[src/rtl/synth_pkg.sv]
// synth_pkg: PS/2 note-code table, prefix bytes and parser state shared by the voice allocator.
package synth_pkg;
  localparam logic [7:0] BRK_PREFIX = 8'hF0;
  localparam logic [7:0] EXT_PREFIX = 8'hE0;
  localparam int NUM_NOTES = 26;
  // The last six slots are reserved; they hold BRK_PREFIX, which is_note never accepts.
  localparam logic [NUM_NOTES-1:0][7:0] NOTE_CODES = {
    8'h15, 8'h1C, 8'h1D, 8'h1B, 8'h24, 8'h23, 8'h2B, 8'h2C, 8'h34, 8'h35,
    8'h33, 8'h3B, 8'h43, 8'h42, 8'h44, 8'h4B, 8'h4D, 8'h4C, 8'h52, 8'h5B,
    {6{BRK_PREFIX}}
  };
  typedef enum logic [1:0] {S_IDLE, S_BRK, S_EXT, S_EXTBRK} ps2_state_t;
  function automatic logic is_note(input logic [7:0] c);
    is_note = 1'b0;
    for (int i = 0; i < NUM_NOTES; i++)
      if (c != BRK_PREFIX && NOTE_CODES[i] == c) is_note = 1'b1;
  endfunction
endpackage

[src/rtl/ps2_code_parser.sv]
// ps2_code_parser: PS/2 prefix FSM turning raw bytes into note make/break strobes.
module ps2_code_parser
  import synth_pkg::*;
(
  input  logic       clk,
  input  logic       rst,
  input  logic [7:0] key_code,
  input  logic       key_valid,
  output logic       make_strb,
  output logic       brk_strb,
  output logic [7:0] code
);
  ps2_state_t state_q, state_d;
  always_comb begin
    state_d = state_q;
    make_strb = 1'b0;
    brk_strb = 1'b0;
    code = key_code;
    if (key_valid && !rst)
      case (state_q)
        S_IDLE: begin
          state_d = key_code == BRK_PREFIX ? S_BRK : key_code == EXT_PREFIX ? S_EXT : S_IDLE;
          make_strb = is_note(key_code);
        end
        S_BRK: begin
          state_d = key_code == BRK_PREFIX ? S_BRK : S_IDLE;
          brk_strb = is_note(key_code);
        end
        S_EXT:   state_d = key_code == BRK_PREFIX ? S_EXTBRK : S_IDLE;
        default: state_d = S_IDLE;
      endcase
  end
  always_ff @(posedge clk)
    if (rst) state_q <= S_IDLE;
    else     state_q <= state_d;
endmodule

[src/rtl/voice_allocator.sv]
// voice_allocator: maps PS/2 make/break codes onto NUM_VOICES held notes, stealing the oldest when full.
// Optional sustain pedal behaviour is enabled with VOICE_SUSTAIN_EN.
module voice_allocator
  import synth_pkg::*;
#(
  parameter int         NUM_VOICES = 3,
  parameter logic [7:0] IDLE_CODE  = 8'hF0
) (
  input  logic                    CLK_50,
  input  logic                    reset,
  input  logic [7:0]              key_code,
  input  logic                    key_valid,
  input  logic                    sustain,
  output logic [8*NUM_VOICES-1:0] voice_codes,
  output logic [NUM_VOICES-1:0]   voice_active,
  output logic                    steal_pulse
);
  localparam int AW = $clog2(NUM_VOICES);
  localparam logic [AW-1:0] AGE_MAX = AW'(NUM_VOICES - 1);
  logic make_strb, brk_strb, hit, free, steal_q, steal_d;
  logic [7:0] code;
  logic [7:0] code_q [NUM_VOICES];
  logic [7:0] code_d [NUM_VOICES];
  logic [AW-1:0] age_q [NUM_VOICES];
  logic [AW-1:0] age_d [NUM_VOICES];
  logic [NUM_VOICES-1:0] active_q, active_d;
  int free_idx, old_idx, tgt;
`ifdef VOICE_SUSTAIN_EN
  logic [NUM_VOICES-1:0] pend_q, pend_d;
  logic sus_q;
`else
  logic unused_sustain;
  assign unused_sustain = sustain;
`endif
  ps2_code_parser u_parser (
    .clk(CLK_50), .rst(reset), .key_code(key_code), .key_valid(key_valid),
    .make_strb(make_strb), .brk_strb(brk_strb), .code(code)
  );
  always_comb begin
    code_d = code_q;
    age_d = age_q;
    steal_d = 1'b0;
    hit = 1'b0;
    free = 1'b0;
    free_idx = 0;
    old_idx = 0;
`ifdef VOICE_SUSTAIN_EN
    pend_d = pend_q;
    for (int i = 0; i < NUM_VOICES; i++)
      if (sus_q && !sustain && pend_q[i]) begin
        code_d[i] = IDLE_CODE;
        age_d[i] = '0;
        pend_d[i] = 1'b0;
      end
`endif
    for (int i = NUM_VOICES - 1; i >= 0; i--) begin
      if (code_d[i] == IDLE_CODE) begin
        free = 1'b1;
        free_idx = i;
      end
      if (make_strb && code_d[i] == code) begin
        hit = 1'b1;
`ifdef VOICE_SUSTAIN_EN
        pend_d[i] = 1'b0;
`endif
      end
    end
    for (int i = 0; i < NUM_VOICES; i++)
      if (age_d[i] > age_d[old_idx]) old_idx = i;
    tgt = free ? free_idx : old_idx;
    if (make_strb && !hit) begin
      for (int i = 0; i < NUM_VOICES; i++)
        if (i == tgt) begin
          code_d[i] = code;
          age_d[i] = '0;
`ifdef VOICE_SUSTAIN_EN
          pend_d[i] = 1'b0;
`endif
        end else if (code_d[i] != IDLE_CODE && age_d[i] != AGE_MAX) age_d[i] = age_d[i] + 1'b1;
      steal_d = !free;
    end
    for (int i = 0; i < NUM_VOICES; i++)
      if (brk_strb && code_d[i] == code) begin
`ifdef VOICE_SUSTAIN_EN
        if (sustain) pend_d[i] = 1'b1;
        else begin
          code_d[i] = IDLE_CODE;
          age_d[i] = '0;
          pend_d[i] = 1'b0;
        end
`else
        code_d[i] = IDLE_CODE;
        age_d[i] = '0;
`endif
      end
    for (int i = 0; i < NUM_VOICES; i++) active_d[i] = code_d[i] != IDLE_CODE;
  end
  always_ff @(posedge CLK_50)
    if (reset) begin
      code_q <= '{default: IDLE_CODE};
      age_q <= '{default: '0};
      active_q <= '0;
      steal_q <= 1'b0;
`ifdef VOICE_SUSTAIN_EN
      pend_q <= '0;
      sus_q <= 1'b0;
`endif
    end else begin
      code_q <= code_d;
      age_q <= age_d;
      active_q <= active_d;
      steal_q <= steal_d;
`ifdef VOICE_SUSTAIN_EN
      pend_q <= pend_d;
      sus_q <= sustain;
`endif
    end
  for (genvar v = 0; v < NUM_VOICES; v++) begin : g_out
    assign voice_codes[8*v +: 8] = code_q[v];
  end
  assign voice_active = active_q;
  assign steal_pulse = steal_q;
endmodule

[config.mk]
export PLATFORM = sky130hd
export DESIGN_NAME = voice_allocator
export DESIGN_NICKNAME = d
export VERILOG_FILES = /design/src/rtl/synth_pkg.sv /design/src/rtl/ps2_code_parser.sv /design/src/rtl/voice_allocator.sv
export SDC_FILE = /design/constraint.sdc
export NUM_CORES = 1
export LEC_CHECK = 0
export ABC_AREA = 1
export CORE_MARGIN = 5
export CORE_UTILIZATION = 50
export CTS_CLUSTER_DIAMETER = 30
export DETAILED_ROUTE_END_ITERATION = 16
export GPL_TIMING_DRIVEN = 0
export PLACE_DENSITY = 0.77
export SLEW_MARGIN = 20
export SYNTH_ARGS = -nofsm -noshare
export SYNTH_HDL_FRONTEND = slang
export SYNTH_SLANG_ARGS = --single-unit
[constraint.sdc]
create_clock -name CLK_50 -period 2.33 [get_ports CLK_50]
set_input_delay 0.5825 -clock CLK_50 [delete_from_list [all_inputs] [get_ports CLK_50]]
set_output_delay 0.5825 -clock CLK_50 [all_outputs]
set_load 0.05 [all_outputs]
==> results of run 1 <==
-- metal layers --
layer | up-vias | wire length (microns)
met5 | - | 0
met4 | 0 | 196
met3 | 20 | 482
met2 | 120 | 4490
met1 | 1571 | 3930
li1 | 1723 | -
-- metrics by stage --
stage / setup slack (ns) / instances / hold WS (ns) / setup TNS (ns)
after floorplan: -0.00788 / 526 / 0.458 / -0.00788
after global placement: -0.501 / 635 / 0.479 / -11.49
after detailed placement: -0.514 / 635 / 0.480 / -13.15
after CTS: -0.168 / 660 / 0.497 / -3.12
after global routing: -0.443 / 669 / 0.525 / -8.69
final: -0.282 / 669 / 0.513 / -4.82
-- cell usage in the layout, fill, tap and decap left out, types with 3 or more instances in the layout --
master and count:
sky130_fd_sc_hd__clkdlybuf4s50_1 31, sky130_fd_sc_hd__buf_6 12, sky130_fd_sc_hd__nand2_1 200, sky130_fd_sc_hd__a21oi_2 4, sky130_fd_sc_hd__nand4_1 5, sky130_fd_sc_hd__nor2_2 11, sky130_fd_sc_hd__inv_1 56, sky130_fd_sc_hd__o21ai_2 7
sky130_fd_sc_hd__nand3_2 5, sky130_fd_sc_hd__clkbuf_8 6, sky130_fd_sc_hd__ha_1 5, sky130_fd_sc_hd__inv_2 15, sky130_fd_sc_hd__nor4_1 3, sky130_fd_sc_hd__o21ai_0 13, sky130_fd_sc_hd__buf_4 23, sky130_fd_sc_hd__dfxtp_2 4
sky130_fd_sc_hd__nor2_1 55, sky130_fd_sc_hd__ha_4 3, sky130_fd_sc_hd__nor2_4 13, sky130_fd_sc_hd__dfxtp_1 32, sky130_fd_sc_hd__o21ai_1 4, sky130_fd_sc_hd__a21oi_1 8, sky130_fd_sc_hd__nand3_1 16, sky130_fd_sc_hd__nand2_4 8
sky130_fd_sc_hd__inv_4 6, sky130_fd_sc_hd__nand2_2 27
-- cells in the mapped netlist (2+ instances only) --
library cell               instances
sky130_fd_sc_hd__nand2_1         219
sky130_fd_sc_hd__inv_1            67
sky130_fd_sc_hd__nor2_1           64
sky130_fd_sc_hd__dfxtp_1          36
sky130_fd_sc_hd__nand3_1          21
sky130_fd_sc_hd__o21ai_0          19
sky130_fd_sc_hd__nand2_2          17
sky130_fd_sc_hd__a21oi_1          10
sky130_fd_sc_hd__nor2_2            9
sky130_fd_sc_hd__ha_1              8
sky130_fd_sc_hd__inv_2             8
sky130_fd_sc_hd__nor2_4            6
sky130_fd_sc_hd__o21ai_1           6
sky130_fd_sc_hd__nand4_1           5
sky130_fd_sc_hd__buf_4             4
sky130_fd_sc_hd__buf_2             3
sky130_fd_sc_hd__buf_6             3
sky130_fd_sc_hd__nor3_1            3
sky130_fd_sc_hd__nor4_1            3
sky130_fd_sc_hd__a21oi_2           2
sky130_fd_sc_hd__clkinv_1          2
sky130_fd_sc_hd__inv_4             2
-- final timing paths --
kind              depth (start not counted)      from               to  slack, ns
setup / recovery                         21  age_q[5]  voice_active[0]      -0.28
hold / removal                            2  age_q[1]         age_q[1]       0.51
setup reg to reg                         21  age_q[5]  voice_active[0]      -0.28
hold reg to reg                           2  age_q[1]         age_q[1]       0.51
-- worst min-delay path, delay by kind of cell (launching register included) --
| family | cells | cell delay (ns) |
|---|---|---|
| AOI/OAI and AO/OA | 1 | 0.04 |
| DFF | 1 | 0.34 |
| and+or+nand+nor | 1 | 0.09 |
-- cell families after synthesis --
logic type	after synthesis
compound gates	38
xor+xnor	2
buf+inv	91
simple gates	351
fa+ha+maj	8
flops	36
-- registers in the layout, indices dropped and copies added (netlist names) --
register and count:
age_q 6, voice_codes 24, u_parser.state_q 2, steal_pulse 1
voice_active 3
-- final cells by class --
type / count / area [sq um]
multi-input cells: 399 / 2120
fillers: 526 / 1800
flip-flops and latches: 36 / 726
repair buffers: 60 / 567
inverters: 79 / 312
plain buffers: 12 / 140
well taps: 75 / 93.8
clock buffers: 6 / 82.6
clock inverters: 2 / 10.0
-- where the power goes --
group | total [mW] | switching (mW) | internal [mW] | leakage, nW
clock network | 0.476 | 0.239 | 0.236 | 0.0510
logic | 0.426 | 0.274 | 0.152 | 1.77
registers | 0.638 | 0.0108 | 0.627 | 0.293
total | 1.54 | 0.525 | 1.02 | 2.11
-- what timing repair did --
| item | 4_1_cts | 5_1_grt |
|---|---|---|
| pin swaps | 21 | 24 |
| gates cloned | 2 | 0 |
| gates resized for setup | 49 | 55 |
| buffers inserted | 15 | 9 |
| setup endpoints to repair | 33 | 34 |
==> impl_results.md, run 1 <==
* Maximum fanout along the worst path at 7
* Main combinational cell family by area after synthesis: simple AND/OR/NAND/NOR gates
* Met2 track utilization from global routing at 0.407
* Worst path cell trace: inv_2 -> ha_4 -> inv_4 -> nand2_4 -> nand2_2 -> nand2_2 -> nand2_2 -> o21ai_2 -> ha_4 -> nand2_4 -> inv_2 -> a21oi_2 -> nor2_1 -> nand3_1 -> nand3_4 -> nor2_4 -> nand2_2 -> nand2_1 -> nand2_1 -> nor2_2 -> a21oi_2
* Dpl cell area at 0.00342 sq mm
* Post-route core utilization at 0.692
* # port buffers at 34
* Largest stage delay on the critical path at 0.34 ns
* Unrepaired setup endpoints after global routing: true
* Endpoint required time on the critical path at 2.52 ns
* Area contributors post-synth: sky130_fd_sc_hd__nand2_1, sky130_fd_sc_hd__dfxtp_1, sky130_fd_sc_hd__inv_1
* Final net count at 613
* Violations in the final reports: negative setup slack
* Netlist Area Pre-Place at 0.00296 sq mm
* Number of vias per cell at 5.13
* Number of CTS-inserted buffers at 5
* Master cell of the clock root buffer: sky130_fd_sc_hd__clkbuf_8
* Met3 global-route usage at 0.0464
* Portion of the clock cycle consumed by the worst path in the final layout at 1.12
* GP Congestion at 0.914
* Synthesized-area fraction occupied by xor and xnor cells at 0.00591
* Wire length of the first global-routing pass at 14,300 microns
* Number of synthesized flops with an enable pin at 0
* Share of flip-flops with an asynchronous set or reset after synthesis at 0
* Drt total wl at 9100 microns
* Number of antenna violations at the first check in global routing at 0
* Vias in the first global route at 3,104
* Cell seen most often among critical-path stages: sky130_fd_sc_hd__nand2_2
* Share of cells above drive strength 1 at 0.263
* Full die area at 0.00756 sq mm
* Hold buffer count at cts at 0
* Compound-cell area share of the yosys netlist at 0.0676
* Worst supply voltage drop on vdd at 0.281 mV
* Data arrival, critical path at 2.80 ns
* Mapped Avg Cell Area at 5.63 sq um
* Grt ovf at 0
* First-pass detailed-route iteration total at 5
* Gate count after technology mapping at 526
* Slew at the pin closest to its max-slew limit at 0.515 ns
* Clk sinks at 36
* Height of the chip at 87.0 microns
* Nature of the critical path startpoint: register
* Depth of the CTS H-tree at 2
* Global routing's busiest layer: met2
* Largest net degree at the start of global routing at 12
* Clock latency on the worst-skew pair at 0.29 ns
* Setup violations, final at 29
* Worst min-delay path category: register to register
* Most instantiated flip-flop cell in the synthesis netlist: sky130_fd_sc_hd__dfxtp_1
* Reg clk slew, reported paths at 0.08 ns
* Endpoints failing hold at 0
* Share of synthesized cell area in and, or, nand and nor gates at 0.509
* CP max stage cell: sky130_fd_sc_hd__dfxtp_2
* Vias post-DR at 3,434
* Met1 usage in global routing at 0.297
* Number of unique standard cell types used by synthesis at 31
* Power per unit of standard cell area at 381 mW/mm^2
* Number of nets with antenna violations after detailed routing at 0
* Area inside the core boundary at 0.00585 sq mm
* Initial cell density of the core at 0.506
* Synthesized netlist net count at 546
* Global router's overall resource usage at 0.239
* Worst slew margin at 0.656
* Outcome: complete, but fails checks
* Clock Skew at 0.00534 ns
* FMAX at 383 MHz
* Post-synthesis to final-layout area growth at 36.6%
* Power, Total at 1.54 mW
* Final critical path time including I/O delays and setup at 2.61 ns
* Cell taking the most area after synthesis: sky130_fd_sc_hd__nand2_1
* Detail Placement HPWL at 6470 microns
* Routed length per instance at 13.6 microns
* Category of the most critical setup path: register to register
* Number of buffers on the longest clock path at 2
* Number of synthesized register bits at 36
* TritonCTS clock tree: built
* DRC marker count from the first detailed-route iteration at 310
* Buffers & Inverters on Critical Path at 3
* Share of synthesized area spent on multiplexers at 0
* Number of diodes added for antenna fixing at 0
* Post-route design area at 0.00405 sq mm
* Count of pins on the block boundary at 40
* Adder-cell share of the synthesized area at 0.0338
* Fraction of post-synthesis cell area in the top cell type by area at 0.278
* DRC Markers at 0
* Crit path setup slack, layout at -0.282 ns
* Family of cells with the greatest summed delay on the critical path: simple AND/OR/NAND/NOR gates
* Max-cap violations at 0
* Fin. max-slew vios at 0
* Sequential fraction of the synthesis area at 0.243
* Floorplan die width at 87.0 microns
* Synth warn at 0
* Leakage power total at 2.11 nW
* Row count at 28
* Endpoint type of the worst setup path: register
Note: power is estimated with default switching activity, not from simulation.
==> run 2, diff against run 1 <==
MAX_ROUTING_LAYER = met4   (was not set)
SLEW_MARGIN = 30   (was 20)
clock period = 2.2 ns   (was 2.33 ns; I/O delays follow)
==> run 2 against run 1 <==
Compared with the run above:
- the run still ends with negative setup slack left
- core utilization increased by 1.2 points
- non-clock buffer count did not move
- flip-flop and latch count is the same
- sequential share of layout area is 0.32 points lower
- combinational power up 12%
- critical path depth unchanged
- critical path type unchanged
- maximum frequency shrank 0.85%
- die area is the same
==> impl_results.md, run 2 (synthesized netlist as in run 1, its figures left out) <==
* Outcome: complete, but fails checks
* Violations in the final reports: negative setup slack
* Buffers & Inverters on Critical Path at 3 (unchanged)
* Worst supply voltage drop on vdd at 0.268 mV (-4.6%)
* Nature of the critical path startpoint: register
* FMAX at 380 MHz (-0.85%)
* TritonCTS clock tree: built
* Detail Placement HPWL at 6360 microns (-1.7%)
* Initial cell density of the core at 0.506 (unchanged)
* Number of diodes added for antenna fixing at 0 (unchanged)
* NetSw at 0.570 mW (+8.6%)
* Fin. max-slew vios at 0 (unchanged)
* Hold Path Cell Cnt at 2 (unchanged)
* Total area of multi-input combinational cells at 0.00217 sq mm (+2.7%)
* Slew at the pin closest to its max-slew limit at 0.512 ns (-0.00265 ns)
* Most common library cell in the layout ignoring fill and taps: sky130_fd_sc_hd__nand2_1
* DRC Markers at 0 (unchanged)
* Post-synthesis to final-layout area growth at 39.1%
* Endpoints failing hold at 0 (unchanged)
* DRC marker count from the first detailed-route iteration at 275 (-11%)
* Routed length per instance at 13.8 microns (+1.4%)
* Unrepaired setup endpoints after global routing: true
* Floorplan die width at 87.0 microns (unchanged)
* Area inside the core boundary at 0.00585 sq mm (unchanged)
* Number of antenna violations at the first check in global routing at 0 (unchanged)
* First-pass detailed-route iteration total at 5 (unchanged)
* Number of CTS-inserted buffers at 5 (unchanged)
* Reg clk slew, reported paths at 0.08 ns (about the same)
* Largest stage delay on the critical path at 0.35 ns (about the same)
* Setup total negative slack at -9.92 ns (-5.10 ns)
* Crit path setup slack, layout at -0.434 ns (-0.152 ns)
* Wire length of the first global-routing pass at 14,600 microns (+2.4%)
* Number of cell instances on the worst register-to-register path at 21 (unchanged)
* Vias in the first global route at 3,083 (-0.68%)
* Portion of the clock cycle consumed by the worst path in the final layout at 1.20 (+0.0764)
* Number of flip-flops under the largest register name at 24 (unchanged)
* Clk sinks at 36 (unchanged)
* Reg power frac at 0.406 (-0.008)
* Hold buffer count at cts at 0 (unchanged)
* GP Congestion at 0.946 (+3.5%)
* Drt total wl at 9230 microns (+1.4%)
* Maximum fanout along the worst path at 5 (-2)
* Most frequent cells in the layout: sky130_fd_sc_hd__nand2_1, sky130_fd_sc_hd__inv_1, sky130_fd_sc_hd__nor2_1
* Reg-to-reg critical path startpoint: age_q[3]
* Data arrival, critical path at 2.81 ns (about the same)
* Power, Total at 1.66 mW (+8.0%)
* Share of cells above drive strength 1 at 0.281 (+0.0185)
* Switching fraction of total power at 0.343 (+0.00209)
* Full die area at 0.00756 sq mm (unchanged)
* Worst reg2reg endpoint: voice_active[0]
* Endpoint required time on the critical path at 2.38 ns (-0.14 ns)
* Worst slew margin at 0.657 (+0.00177)
* Largest net degree at the start of global routing at 11 (-1)
* Cell seen most often among critical-path stages: sky130_fd_sc_hd__nand2_4
* Area used by sequential logic in the layout at 726 sq um (unchanged)
* Row count at 28 (unchanged)
* Clock power share at 0.306 (-0.003)
* R2R setup slack at -0.43 ns (-0.15 ns)
* Power per unit of standard cell area at 404 mW/mm^2 (+6.1%)
* Endpoint type of the worst setup path: register
* Leakage power total at 2.12 nW (+0.68%)
* Number of vias per cell at 5.07 (-1.2%)
* Max-cap violations at 0 (unchanged)
* Master cell of the clock root buffer: sky130_fd_sc_hd__clkbuf_8
* Global router's overall resource usage at 0.251 (+0.0122)
* Setup violations, final at 33 (+14%)
* Proportion of power drawn by combinational gates at 0.288 (+0.011)
* Worst min-delay path category: register to register
* Final critical path time including I/O delays and setup at 2.63 ns (+0.0224 ns)
* # port buffers at 34 (unchanged)
* Category of the most critical setup path: register to register
* Grt ovf at 0 (unchanged)
* End point of the most critical hold path: age_q[1]
* Number of buffers on the longest clock path at 2 (unchanged)
* Placed Cells incl. Taps at 635 (unchanged)
* Count of pins on the block boundary at 40 (unchanged)
* Internal power consumption at 1.09 mW (+7.6%)
* CP max stage cell: sky130_fd_sc_hd__dfxtp_2
* Worst path cell trace: inv_2 -> ha_4 -> inv_2 -> nand2_2 -> nand2_2 -> nand2_4 -> nand2_4 -> o21ai_4 -> ha_4 -> nand2_4 -> buf_6 -> nand2_4 -> nand2_4 -> nand2_4 -> nand3_4 -> nor2_4 -> nand2_2 -> nand2_2 -> nand2_2 -> nor2_2 -> a21oi_2
* Post-route core utilization at 0.704 (+0.0124)
* Clock latency on the worst-skew pair at 0.29 ns (about the same)
* Worst Min Path Start: age_q[1]
* Final net count at 613 (unchanged)
* Worst setup slack after placement at -0.723 ns (-0.209 ns)
* Clock Skew at 0.00807 ns (+0.00273 ns)
* Vias post-DR at 3,393 (-1.2%)
* Fill cell instance count of the final layout at 503 (-4.4%)
* Number of nets with antenna violations after detailed routing at 0 (unchanged)
* Depth of the CTS H-tree at 2 (unchanged)
* Height of the chip at 87.0 microns (unchanged)
* Final non-filler cell total at 669 (unchanged)
* Family of cells with the greatest summed delay on the critical path: simple AND/OR/NAND/NOR gates
==> run 2: power groups by stage <==
stage / sequential (mW) / combinational, mW / clock [mW]
5_1_grt: 0.678 / 0.518 / 0.548
3_5_place_dp: 0.690 / 0.382 / 0
2_1_floorplan: 0.728 / 0.243 / 0
6_report: 0.675 / 0.478 / 0.509
3_3_place_gp: 0.690 / 0.376 / 0
4_1_cts: 0.675 / 0.434 / 0.511
==> run 2: cell type report <==
cell class                 instances  area share
inverter                          79      0.0775
multi-input combinational        399       0.528
sequential                        36       0.176
timing repair buffer              60       0.140
tap                               75      0.0228
clock buffer                       8      0.0219
buffer                            12      0.0340
==> run 2: worst reg2reg max path, stage by stage, from the launching register on <==
cell                      delay [ns]
sky130_fd_sc_hd__dfxtp_2        0.35
sky130_fd_sc_hd__inv_2          0.05
sky130_fd_sc_hd__ha_4           0.25
sky130_fd_sc_hd__inv_2          0.05
sky130_fd_sc_hd__nand2_2        0.06
sky130_fd_sc_hd__nand2_2        0.09
sky130_fd_sc_hd__nand2_4        0.08
sky130_fd_sc_hd__nand2_4        0.08
sky130_fd_sc_hd__o21ai_4        0.06
sky130_fd_sc_hd__ha_4           0.27
sky130_fd_sc_hd__nand2_4        0.05
sky130_fd_sc_hd__buf_6          0.12
sky130_fd_sc_hd__nand2_4        0.07
sky130_fd_sc_hd__nand2_4        0.05
sky130_fd_sc_hd__nand2_4        0.11
sky130_fd_sc_hd__nand3_4        0.14
sky130_fd_sc_hd__nor2_4         0.21
sky130_fd_sc_hd__nand2_2        0.10
sky130_fd_sc_hd__nand2_2        0.07
sky130_fd_sc_hd__nand2_2        0.07
sky130_fd_sc_hd__nor2_2         0.13
sky130_fd_sc_hd__a21oi_2        0.07
==> run 2: worst max path at each step <==
stage / endpoint / start / cells after the start
2_1_floorplan: voice_active[0] / age_q[2] / 21
6_report: voice_active[0] / age_q[3] / 21
3_5_place_dp: voice_active[2] / key_code[3] / 15
3_3_place_gp: voice_active[2] / key_code[3] / 15
5_1_grt: voice_active[0] / age_q[3] / 21
4_1_cts: voice_active[0] / age_q[2] / 21
==> run 2: stage by stage <==
stage	instance area, sq um	hold slack [ns]
after global placement	3470	0.478
after global routing	4120	0.545
final	4120	0.517
after floorplan	3030	0.460
after CTS	3850	0.500
after detailed placement	3470	0.489
==> run 2: repair_timing <==
item | 4_1_cts | 5_1_grt
gates resized for setup | 49 | 61
pin swaps | 22 | 33
setup endpoints to repair | 34 | 35
cloned | 1 | 1
buffers inserted | 17 | 9
==> run 2: routing by layer <==
layer / routed length (microns) / share of wire / vias up / GRT usage
met4: 203 / 0.022 / 0 / 0.0878
met1: 4020 / 0.44 / 1518 / 0.322
met3: 479 / 0.052 / 20 / 0.0303
met2: 4530 / 0.49 / 128 / 0.406
met5: 0 / 0 / - / -
li1: - / - / 1727 / -
